==> src/rtl/vec_issue_pkg.sv <==
// Shared types for the vector instruction issue queue.
// XLEN is fixed here so the queued packet can be a packed struct.
package vec_issue_pkg;

    localparam int unsigned XLEN = 32;

    // One queued packet from the scalar core.
    typedef struct packed {
        logic [XLEN-1:0] instruction;
        logic [XLEN-1:0] rs1_data;
        logic [XLEN-1:0] rs2_data;
    } viq_entry_t;

    // Issue controller states.
    typedef enum logic [1:0] {
        IDLE,
        ISSUE,
        BUSY,
        ACK
    } viq_state_e;

endpackage

==> src/rtl/vec_inst_issue_queue_if.sv <==
// Scalar-core / vector-datapath bus for the issue queue.
// The perf counter outputs exist only when VIQ_PERF_CNT_EN is defined.
interface vec_inst_issue_queue_if #(
    parameter int unsigned DEPTH = 4
);
    import vec_issue_pkg::*;

    localparam int unsigned CW = $clog2(DEPTH + 1);

    logic            inst_valid;
    logic [XLEN-1:0] instruction;
    logic [XLEN-1:0] rs1_data;
    logic [XLEN-1:0] rs2_data;
    logic            vec_pro_ready;
    logic            flush;
    logic            iss_valid;
    logic [XLEN-1:0] iss_instruction;
    logic [XLEN-1:0] iss_rs1_data;
    logic [XLEN-1:0] iss_rs2_data;
    logic            iss_ready;
    logic            inst_done;
    logic            vec_pro_ack;
    logic            scalar_pro_ready;
    logic [CW-1:0]   q_count;
`ifdef VIQ_PERF_CNT_EN
    logic [31:0]     perf_issued;
    logic [31:0]     perf_stall;
`endif

    // Driver side: scalar core plus vector datapath.
    modport master (
        output inst_valid, instruction, rs1_data, rs2_data, flush,
        output iss_ready, inst_done, scalar_pro_ready,
`ifdef VIQ_PERF_CNT_EN
        input  perf_issued, perf_stall,
`endif
        input  vec_pro_ready, iss_valid, iss_instruction, iss_rs1_data, iss_rs2_data,
        input  vec_pro_ack, q_count
    );

    // Queue side.
    modport slave (
        input  inst_valid, instruction, rs1_data, rs2_data, flush,
        input  iss_ready, inst_done, scalar_pro_ready,
`ifdef VIQ_PERF_CNT_EN
        output perf_issued, perf_stall,
`endif
        output vec_pro_ready, iss_valid, iss_instruction, iss_rs1_data, iss_rs2_data,
        output vec_pro_ack, q_count
    );

endinterface

==> src/rtl/viq_fifo.sv <==
// Packet storage for the issue queue: circular buffer with occupancy count.
// push/pop arrive already qualified; flush empties the queue in one cycle.
module viq_fifo
    import vec_issue_pkg::*;
#(
    parameter int unsigned DEPTH = 4
) (
    input  logic                         clk,
    input  logic                         reset,
    input  logic                         push,
    input  logic                         pop,
    input  logic                         flush,
    input  viq_entry_t                   wdata,
    output viq_entry_t                   rdata,
    output logic [$clog2(DEPTH+1)-1:0]   count
);
    localparam int unsigned PW = $clog2(DEPTH);
    localparam int unsigned CW = $clog2(DEPTH + 1);

    viq_entry_t    mem_q [DEPTH];
    logic [PW-1:0] wr_ptr_q, rd_ptr_q;
    logic [CW-1:0] count_q;

    // Storage write; contents need no reset since reads are gated by state.
    always_ff @(posedge clk) begin
        if (push) mem_q[wr_ptr_q] <= wdata;
    end

    // Pointers and count; pointers wrap naturally because DEPTH is a power of two.
    always_ff @(posedge clk) begin
        if (reset) begin
            wr_ptr_q <= '0;
            rd_ptr_q <= '0;
            count_q  <= '0;
        end else if (flush) begin
            rd_ptr_q <= wr_ptr_q;
            count_q  <= '0;
        end else begin
            if (push) wr_ptr_q <= wr_ptr_q + PW'(1);
            if (pop)  rd_ptr_q <= rd_ptr_q + PW'(1);
            count_q <= count_q + CW'(push) - CW'(pop);
        end
    end

    assign rdata = mem_q[rd_ptr_q];
    assign count = count_q;

endmodule

==> src/rtl/vec_inst_issue_queue.sv <==
// In-order vector instruction issue queue: buffers DEPTH packets and issues
// one at a time, waiting for inst_done and an ack handshake before the next.
// Optional perf counters enabled by VIQ_PERF_CNT_EN.
module vec_inst_issue_queue
    import vec_issue_pkg::*;
#(
    parameter int unsigned DEPTH = 4
) (
    input logic                     clk,
    input logic                     reset,
    vec_inst_issue_queue_if.slave   bus
);
    localparam int unsigned CW = $clog2(DEPTH + 1);
    localparam logic [CW-1:0] FullCnt = CW'(DEPTH);

    viq_state_e    state_q, state_d;
    logic [CW-1:0] count;
    viq_entry_t    wdata, rdata;
    logic          ready, push, pop, iss_valid, not_empty;

    // No pass-through when full: ready looks only at the registered count.
    assign ready     = (count != FullCnt) && !bus.flush && !reset;
    assign push      = bus.inst_valid && ready;
    assign iss_valid = (state_q == ISSUE) && !bus.flush && !reset;
    assign pop       = iss_valid && bus.iss_ready;
    assign not_empty = (count != '0) && !bus.flush;

    assign wdata = '{instruction: bus.instruction, rs1_data: bus.rs1_data,
                     rs2_data: bus.rs2_data};

    viq_fifo #(
        .DEPTH (DEPTH)
    ) u_fifo (
        .clk   (clk),
        .reset (reset),
        .push  (push),
        .pop   (pop),
        .flush (bus.flush),
        .wdata (wdata),
        .rdata (rdata),
        .count (count)
    );

    // FSM state register.
    always_ff @(posedge clk) begin
        if (reset) state_q <= IDLE;
        else       state_q <= state_d;
    end

    // FSM next state; flush only affects the not-yet-issued head.
    always_comb begin
        state_d = state_q;
        unique case (state_q)
            IDLE:  if (not_empty) state_d = ISSUE;
            ISSUE: begin
                if (bus.flush)          state_d = IDLE;
                else if (bus.iss_ready) state_d = BUSY;
            end
            BUSY:  if (bus.inst_done) state_d = ACK;
            ACK:   if (bus.scalar_pro_ready) state_d = not_empty ? ISSUE : IDLE;
            default: state_d = IDLE;
        endcase
    end

    assign bus.vec_pro_ready   = ready;
    assign bus.iss_valid       = iss_valid;
    assign bus.iss_instruction = iss_valid ? rdata.instruction : '0;
    assign bus.iss_rs1_data    = iss_valid ? rdata.rs1_data    : '0;
    assign bus.iss_rs2_data    = iss_valid ? rdata.rs2_data    : '0;
    assign bus.vec_pro_ack     = (state_q == ACK) && !reset;
    assign bus.q_count         = reset ? '0 : count;

`ifdef VIQ_PERF_CNT_EN
    logic [31:0] perf_issued_q, perf_stall_q;

    // Saturating counters for issue handshakes and back-pressured offers.
    always_ff @(posedge clk) begin
        if (reset) begin
            perf_issued_q <= '0;
            perf_stall_q  <= '0;
        end else begin
            if (pop && (perf_issued_q != '1)) perf_issued_q <= perf_issued_q + 32'd1;
            if (bus.inst_valid && !ready && (perf_stall_q != '1))
                perf_stall_q <= perf_stall_q + 32'd1;
        end
    end

    assign bus.perf_issued = perf_issued_q;
    assign bus.perf_stall  = perf_stall_q;
`endif

endmodule

==> src/flat_wrapper.sv <==
// flat-port wrapper written by rule: the top's interface ports become plain ports
module vec_inst_issue_queue_flat import vec_issue_pkg::*;
#(
    parameter int unsigned DEPTH = 4
)
  (clk, reset, bus_inst_valid, bus_instruction, bus_rs1_data, bus_rs2_data, bus_flush, bus_iss_ready, bus_inst_done, bus_scalar_pro_ready, bus_vec_pro_ready, bus_iss_valid, bus_iss_instruction, bus_iss_rs1_data, bus_iss_rs2_data, bus_vec_pro_ack, bus_q_count);
  vec_inst_issue_queue_if #(.DEPTH(DEPTH)) bus_i ();
  input logic clk;
  input logic reset;
  input wire logic [$bits(bus_i.inst_valid)-1:0] bus_inst_valid;
  input wire logic [$bits(bus_i.instruction)-1:0] bus_instruction;
  input wire logic [$bits(bus_i.rs1_data)-1:0] bus_rs1_data;
  input wire logic [$bits(bus_i.rs2_data)-1:0] bus_rs2_data;
  input wire logic [$bits(bus_i.flush)-1:0] bus_flush;
  input wire logic [$bits(bus_i.iss_ready)-1:0] bus_iss_ready;
  input wire logic [$bits(bus_i.inst_done)-1:0] bus_inst_done;
  input wire logic [$bits(bus_i.scalar_pro_ready)-1:0] bus_scalar_pro_ready;
  output wire logic [$bits(bus_i.vec_pro_ready)-1:0] bus_vec_pro_ready;
  output wire logic [$bits(bus_i.iss_valid)-1:0] bus_iss_valid;
  output wire logic [$bits(bus_i.iss_instruction)-1:0] bus_iss_instruction;
  output wire logic [$bits(bus_i.iss_rs1_data)-1:0] bus_iss_rs1_data;
  output wire logic [$bits(bus_i.iss_rs2_data)-1:0] bus_iss_rs2_data;
  output wire logic [$bits(bus_i.vec_pro_ack)-1:0] bus_vec_pro_ack;
  output wire logic [$bits(bus_i.q_count)-1:0] bus_q_count;
  assign bus_i.inst_valid = bus_inst_valid;
  assign bus_i.instruction = bus_instruction;
  assign bus_i.rs1_data = bus_rs1_data;
  assign bus_i.rs2_data = bus_rs2_data;
  assign bus_i.flush = bus_flush;
  assign bus_i.iss_ready = bus_iss_ready;
  assign bus_i.inst_done = bus_inst_done;
  assign bus_i.scalar_pro_ready = bus_scalar_pro_ready;
  assign bus_vec_pro_ready = bus_i.vec_pro_ready;
  assign bus_iss_valid = bus_i.iss_valid;
  assign bus_iss_instruction = bus_i.iss_instruction;
  assign bus_iss_rs1_data = bus_i.iss_rs1_data;
  assign bus_iss_rs2_data = bus_i.iss_rs2_data;
  assign bus_vec_pro_ack = bus_i.vec_pro_ack;
  assign bus_q_count = bus_i.q_count;
  vec_inst_issue_queue #(.DEPTH(DEPTH)) u_core (.clk(clk), .reset(reset), .bus(bus_i));
endmodule
==> config.mk <==
export PLATFORM = sky130hd
export DESIGN_NAME = vec_inst_issue_queue_flat
export DESIGN_NICKNAME = d
export VERILOG_FILES = /design/src/rtl/vec_issue_pkg.sv /design/src/rtl/vec_inst_issue_queue_if.sv /design/src/rtl/viq_fifo.sv /design/src/rtl/vec_inst_issue_queue.sv /design/src/flat_wrapper.sv
export SDC_FILE = /design/constraint.sdc
export NUM_CORES = 1
export LEC_CHECK = 0
export ABC_CLOCK_PERIOD_IN_PS = 4850
export CELL_PAD_IN_SITES_DETAIL_PLACEMENT = 1
export CELL_PAD_IN_SITES_GLOBAL_PLACEMENT = 1
export CORE_MARGIN = 1
export CORE_UTILIZATION = 40
export DETAILED_ROUTE_END_ITERATION = 6
export PLACE_DENSITY_LB_ADDON = 0.3
export SYNTH_ARGS = -nofsm -noshare
export SYNTH_HDL_FRONTEND = slang
export SYNTH_HIERARCHICAL = 1
export SYNTH_SLANG_ARGS = --single-unit
export TNS_END_PERCENT = 100
==> constraint.sdc <==
create_clock -name clk -period 4.85 [get_ports clk]
set_input_delay 0.97 -clock clk [delete_from_list [all_inputs] [get_ports clk]]
set_output_delay 0.97 -clock clk [all_outputs]
set_load 0.02 [all_outputs]
# Word-level counts from Yosys, hierarchy flattened
# Memory sizes are Yosys's and may differ from the RTL's. A register that Yosys moved wholly into a read port is not among the register bits.
# Cells that the tools add are included.
dict set report op_classes {
  addsub 4
  n_mul 0
  div_mod_pow 0
  n_lt_le_gt_ge 0
  n_eq_ne 8
  shifts 0
  mux 17
  n_bitwise 1
  n_reduce_logical 16
}
# cell n
set ops {}
lappend ops {{two-way mux 32 bit} 3}
lappend ops {{two-way mux 2 bit} 9}
lappend ops {{logical AND 1 bit} 8}
lappend ops {{case mux 2 bit (4 select lines)} 1}
lappend ops {{inequality test 3 bit (second input constant)} 2}
lappend ops {{adder 2 x 1 -> 2 bit (second input constant)} 2}
lappend ops {{== test 2 bit (second input constant)} 2}
lappend ops {{inequality test 2 bit (second input constant)} 2}
lappend ops {{AND reduction 4 bit} 1}
lappend ops {{adder 3 x 1 -> 3 bit} 1}
lappend ops {{two-way mux 1 bit} 3}
lappend ops {{two-way mux 3 bit} 1}
lappend ops {{nonzero test 3 bit} 1}
lappend ops {{subtractor 3 x 1 -> 3 bit} 1}
lappend ops {{== test 2 x 1 -> 1 bit (second input constant)} 1}
lappend ops {{zero test 1 bit} 2}
lappend ops {{zero test 2 bit} 1}
lappend ops {{inequality test 2 x 1 -> 1 bit (second input constant)} 1}
lappend ops {{AND reduction 2 bit} 1}
lappend ops {{nonzero test 2 bit} 1}
lappend ops {{OR reduction 2 bit} 1}
lappend ops {{inverter 1 bit} 1}
dict set report word_totals {
  register_bits 9
  latchBits 0
  ram_bits 384
  mem_bits_ro 0
  input_bits 103
  output_inout_bits 102
  wordCells 51
  n_memories 1
}
# name depth width read_ports rd_clocked_by_memory_dff write_ports line_no
set memory_table {}
lappend memory_table {u_core.u_fifo.mem_q 4 96 1 1 1 viq_fifo.sv:20} ;# viq_entry_t mem_q [DEPTH];

# Depth between registers and ports, before layout
dict set report logic_depth {
  word_depth 8
  ltp_mapped 10
  ltp_nobuf 10
}

# Modules after synthesis
# Netlist, hierarchy kept.
# mod instances cells_each area_each_um2 seq_area_each_um2
set modules_own_cells {}
lappend modules_own_cells {viq_fifo 1 547 14300.0 11711.2}
lappend modules_own_cells {vec_inst_issue_queue 1 136 883.3 40.0}

# Least setup slack after synthesis
# Ideal clock, no wire load.
dict set report synth_path {
  kind {in2reg}
  startpoint {input reset}
  endpoint {memory u_core/u_fifo/mem_q[0][0] (netlist name), enable pin}
  setup_time_ps 466
  arrival_ps 4279
  t_required_ps 4384
  path_slack_ps 105
  stages 4
  path_buffers 1
  path_cell_list {buf_2 a211oi_1 and2_1 and2_1}
}
dict set report synth_via {
  elab_chain_cells 5
}
# item line_no
set synth_lines {}
lappend synth_lines {{start, declared} flat_wrapper.sv:9} ;# input logic reset;
lappend synth_lines {{zero test 1 bit} vec_inst_issue_queue.sv:22} ;# assign ready = (count != FullCnt) && !bus.flush && !reset;
lappend synth_lines {{logical AND 1 bit} vec_inst_issue_queue.sv:22}
lappend synth_lines {{net bus_vec_pro_ready} flat_wrapper.sv:18} ;# output wire logic [$bits(bus_i.vec_pro_ready)-1:0] bus_vec_pro_ready;
lappend synth_lines {{logical AND 1 bit} vec_inst_issue_queue.sv:23} ;# assign push = bus.inst_valid && ready;
lappend synth_lines {{net u_core.push} vec_inst_issue_queue.sv:19} ;# logic ready, push, pop, iss_valid, not_empty;
lappend synth_lines {{two-way mux 1 bit} viq_fifo.sv:26} ;# if (push) mem_q[wr_ptr_q] <= wdata;
lappend synth_lines {{two-way mux 1 bit (implied by the code)} viq_fifo.sv:26}
lappend synth_lines {{end, declared} viq_fifo.sv:20}
# The timed path passes the listed nets, and every way through them passes these cells.

# Worst setup path in the final report
dict set report layout_path {
  startpoint {input reset}
  endpoint {output bus_iss_rs2_data[27]}
}
dict set report layout_via {
  elab_chain_cells 3
}
# item line_no
set layout_lines {}
lappend layout_lines {{zero test 1 bit} vec_inst_issue_queue.sv:24} ;# assign iss_valid = (state_q == ISSUE) && !bus.flush && !reset;
lappend layout_lines {{logical AND 1 bit} vec_inst_issue_queue.sv:24}
lappend layout_lines {{two-way mux 32 bit} vec_inst_issue_queue.sv:69} ;# assign bus.iss_rs2_data = iss_valid ? rdata.rs2_data : '0;
lappend layout_lines {{end, declared} flat_wrapper.sv:22} ;# output wire logic [$bits(bus_i.iss_rs2_data)-1:0] bus_iss_rs2_data;
# No other way between the ends.

==> results.md <==
Timing:
- Hold is met by 0.522 ns.
- Subtracting the final worst setup slack from the clock period gives 3.91 ns.
- In the final timing run, aggregate negative setup slack is 0 ns.
- The count of final hold-check violations is 0.
- At the pin with the least slew margin, the transition time is 0.726 ns.
- The final period utilization is 80.6%.
- Derived from the worst setup path, the maximum achievable clock frequency is 256 MHz.
- Setup repair after global routing left no endpoint under its margin.
- The number of pins with negative max-slew slack in the final report is 0.
- The relative max-transition margin is 51.6%.
- Setup violations remaining at the end of the flow were counted as 0.
- The final setup skew is 0.0153 ns.

Layout:
- The growth of design area from synthesis to finish is 26.9%.
- The final non-filler cell total is 1453.
- The fraction of layout instances using a drive strength above 1 is 19.7%.
- With fillers left out, the area of the finished cells amounts to 19300 sq um.
- Counting the fill cells in the layout gives 3321.
- The register area is 11800 sq um.
- The final net count is 1028.
- The multi-input combinational cells in the finished layout cover a total of 3170 sq um.

Global routing:
- Entering global routing, the biggest net connects 51 pins.
- The global-route wire length before repair is 47600 um.
- For this run the aggregate overflow at the end of global routing stands at 0.
- The initial antenna violation count was 3.
- The number of global-route vias before repair is 8000.
- In the global route stage, overall resource usage came out at 16.5%.

Synth:
- After Yosys synthesis, XOR and XNOR cells account for 0.231% of the synthesized area.
- The total nets after synthesis is 793.
- The average instance in the mapped netlist occupies 22.2 sq um.
- The synthesized netlist devotes 5.23% of its cell area to simple gates.
- In the synthesized netlist, mux cells make up 14.2% of the area.
- The synthesized netlist occupies a cell area of 15200 sq um.
- The main combinational cell family by area after synthesis is multiplexers.
- After technology mapping, the gate count stands at 683.
- Sequential cells were found to cover 77.4% of the synthesized design area.
- The synthesized design contains 395 register bits.
- The number of flops mapped to enable cells by yosys is 384.
- The number of distinct library cell variants in the gate-level netlist after synthesis is 33.
- The number of warnings reported in the yosys synthesis log is 6.
- For this run, the leading register cell type out of synthesis is sky130_fd_sc_hd__edfxtp_1.
- The arithmetic-cell share of the synthesized area counting full adders, half adders and majority gates is 0.626%.
- The compound-cell area share of the yosys netlist is 0.494%.
- For this run, asynchronously set or reset flops after synthesis account for 0%.

Place:
- The placer congestion estimate is 0.710.
- The number of placed instances, taps included, is 1378.
- The total of buffers placed on input and output ports is 204.
- The detailed placement HPWL is 19200 um.
- In this run the cell area measured after placement is 17900 sq um.

Die:
- The vertical extent of the die is 197 um.
- The overall die width is 197 um.
- The region available for standard cell placement spans 37000 sq um.
- The area enclosed by the die boundary is 38700 sq um.
- The starting utilization of the core area is 41.1%.
- The standard-cell row count is 70.
- The I/O pin count is 205.

Worst hold path:
- The min-delay analysis places its worst path in the category reg -> reg.
- The source of the worst hold timing path is u_core/u_fifo/wr_ptr_q[1].
- The path with the worst hold slack has its endpoint at u_core/u_fifo/wr_ptr_q[1].
- The worst hold path depth is 2.

Worst setup path:
- The data arrival time at the worst-slack endpoint is 2.94 ns.
- The cell count of the worst reg-to-reg path is 8.
- The setup path with the least slack is of type in -> out.
- For flop-to-flop paths, the worst setup slack is 2.37 ns.
- The maximum fanout along the worst path is 50.
- The critical path startpoint category is an input pin.
- The worst register-to-register path ends at u_core/u_fifo/count[1].
- The kind of capture point of the worst setup path is a primary output.
- Data on the critical path is required at its endpoint by 3.88 ns.

Status:
- The flow ran to the end, and the final reports show no timing, DRC or antenna violations.

Power:
- The share of power burned in the clock network is 43.6%.
- Total power for the finished layout comes to 7.28 mW.
- The sequential group share of total power is 52.2%.
- Summed over all nets, the switching power comes to 1.42 mW.
- In this run the static leakage power is 6.10 nW.
- For this design the ratio of total power to cell area is 378 nW/um^2.
- Of the total power, the share spent switching nets is 19.5%.
- The peak ir drop on the vdd network is 290 uV.
- The share of power burned in combinational logic is 4.2%.
- The internal portion of the total power is 5.86 mW.

Routing:
- The detailed-router iteration count before antenna repair is 4.
- The count of antenna-violating nets left after detailed routing is 0.
- In the final routed layout, each cell accounts on average for 21.6 um.
- After detailed routing, the total wire length is 31400 um.
- The number of DRC markers after the initial detailed-route iteration is 315.
- The residual DRC count is 0.
- The number of vias after detailed routing is 7228.
- Dividing the detail-routed via count by the number of cells gives 4.97.

Clocking:
- After clock tree synthesis, the clock-pin slew on the worst setup and hold paths is 0.06 ns.
- The CTS tree is done.
- The number of buffers added for setup after CTS is 0.
- In this run, post-CTS repair resized a total of 0 instances.
- The insertion delay to the later sink of the worst-skew pair is 0.54 ns.
- The deepest level of the CTS H-tree is 2.
- The number of buffers added by the clock tree synthesis step is 42.
- After clock tree synthesis, the flow added hold-fix buffers numbering 0.
- The root buffer cell is sky130_fd_sc_hd__clkbuf_16.
- The number of clock sinks is 395.
- In this run the deepest clock path goes through 3 buffers.

Job:
- The reported max-cap violation count is 0.
## worst max-delay path: stages
cell and delay (ns):
sky130_fd_sc_hd__clkdlybuf4s50_1 0.46, sky130_fd_sc_hd__nor4b_4 0.41, sky130_fd_sc_hd__buf_12 0.25, sky130_fd_sc_hd__and2_1 0.16, sky130_fd_sc_hd__clkdlybuf4s50_1 0.66
## placed cells by master, fill, tap and decap left out, types with 4 or more instances in the layout
master,count
sky130_fd_sc_hd__and2_1,98
sky130_fd_sc_hd__and2_4,4
sky130_fd_sc_hd__buf_12,8
sky130_fd_sc_hd__buf_4,14
sky130_fd_sc_hd__bufinv_16,6
sky130_fd_sc_hd__clkbuf_1,6
sky130_fd_sc_hd__clkbuf_16,42
sky130_fd_sc_hd__clkdlybuf4s50_1,204
sky130_fd_sc_hd__clkinv_1,6
sky130_fd_sc_hd__clkinv_2,10
sky130_fd_sc_hd__dfxtp_1,9
sky130_fd_sc_hd__edfxtp_1,384
sky130_fd_sc_hd__ha_1,6
sky130_fd_sc_hd__inv_1,8
sky130_fd_sc_hd__mux4_2,96
sky130_fd_sc_hd__nor2_1,6
sky130_fd_sc_hd__nor2b_1,4
## cells by family after synthesis
logic type                 after synthesis
adders and majority gates                7
xor gates and xnor gates                 4
buffers and inverters                   43
AOI/OAI and AO/OA                       11
and+or+nand+nor                        127
muxes                                   96
DFF                                    395
## flip-flops by register name (all words and copies together) (netlist names), named ones only
signal                  cells
u_core/u_fifo/rd_ptr_q      2
u_core/u_fifo/mem_q       384
u_core/u_fifo/count         3
u_core/u_fifo/wr_ptr_q      2
u_core/state_q              1
## metal layers
layer	GRT usage [%]	vias up	part of all wire (%)
li1	-	3239	-
met1	20.7	3763	41
met2	29.0	173	52
met3	3.25	49	4.7
met4	4.97	4	2.1
met5	0	-	0.080
## how the worst max path moves through the flow
stage	start	end	slack [ns]	cells after the start
final	reset	bus_iss_rs2_data[27]	0.94	5
after global routing	flop	bus_iss_instruction[31]	0.79	4
after CTS	flop	bus_iss_instruction[31]	0.89	4
after detailed placement	reset	bus_iss_rs2_data[6]	0.91	5
after global placement	reset	bus_iss_rs2_data[14]	0.94	5
after floorplan	reset	u_core/u_fifo/mem_q[0][0]	0.11	4
## stage by stage
stage                     util [%]  setup slack (ns)
after global placement        48.4             0.939
after CTS                     52.1             0.888
after floorplan                  -             0.105
after global routing          52.1             0.791
final                         52.1             0.940
after detailed placement      48.4             0.909
## layout make-up
| cell class | count | area share, % |
|---|---|---|
| diodes | 1 | 0.0130 |
| clock buffers | 48 | 5.57 |
| clock inverters | 26 | 1.53 |
| inverters | 8 | 0.156 |
| multi-input cells | 245 | 16.5 |
| flip-flops and latches | 395 | 61.0 |
| well taps | 504 | 3.27 |
| repair buffers | 226 | 12.0 |
## power groups by stage
stage                     sequential [mW]  clock (mW)  combinational [mW]
after floorplan                      3.86           0               0.158
after global placement               3.87           0               0.307
after detailed placement             3.87           0               0.313
after CTS                            3.80        3.27               0.315
after global routing                 3.80        3.37               0.332
final                                3.80        3.18               0.307
## cells in the mapped netlist (3+ instances only)
cell type / n / area share [%]
sky130_fd_sc_hd__nand2_1: 3 / 0.074
sky130_fd_sc_hd__ha_1: 6 / 0.49
sky130_fd_sc_hd__xnor2_1: 3 / 0.17
sky130_fd_sc_hd__edfxtp_1: 384 / 76
sky130_fd_sc_hd__nor2b_1: 4 / 0.16
sky130_fd_sc_hd__mux4_2: 96 / 14
sky130_fd_sc_hd__and2_1: 102 / 4.2
sky130_fd_sc_hd__buf_6: 4 / 0.30
sky130_fd_sc_hd__nor2_1: 6 / 0.15
sky130_fd_sc_hd__buf_2: 14 / 0.46
sky130_fd_sc_hd__a21oi_1: 3 / 0.099
sky130_fd_sc_hd__inv_1: 8 / 0.20
sky130_fd_sc_hd__dfxtp_1: 11 / 1.5
sky130_fd_sc_hd__buf_8: 4 / 0.40
sky130_fd_sc_hd__nor3b_1: 3 / 0.15
sky130_fd_sc_hd__clkbuf_1: 12 / 0.30
sky130_fd_sc_hd__a211oi_1: 3 / 0.15
Note: power is estimated with default switching activity, not from simulation.
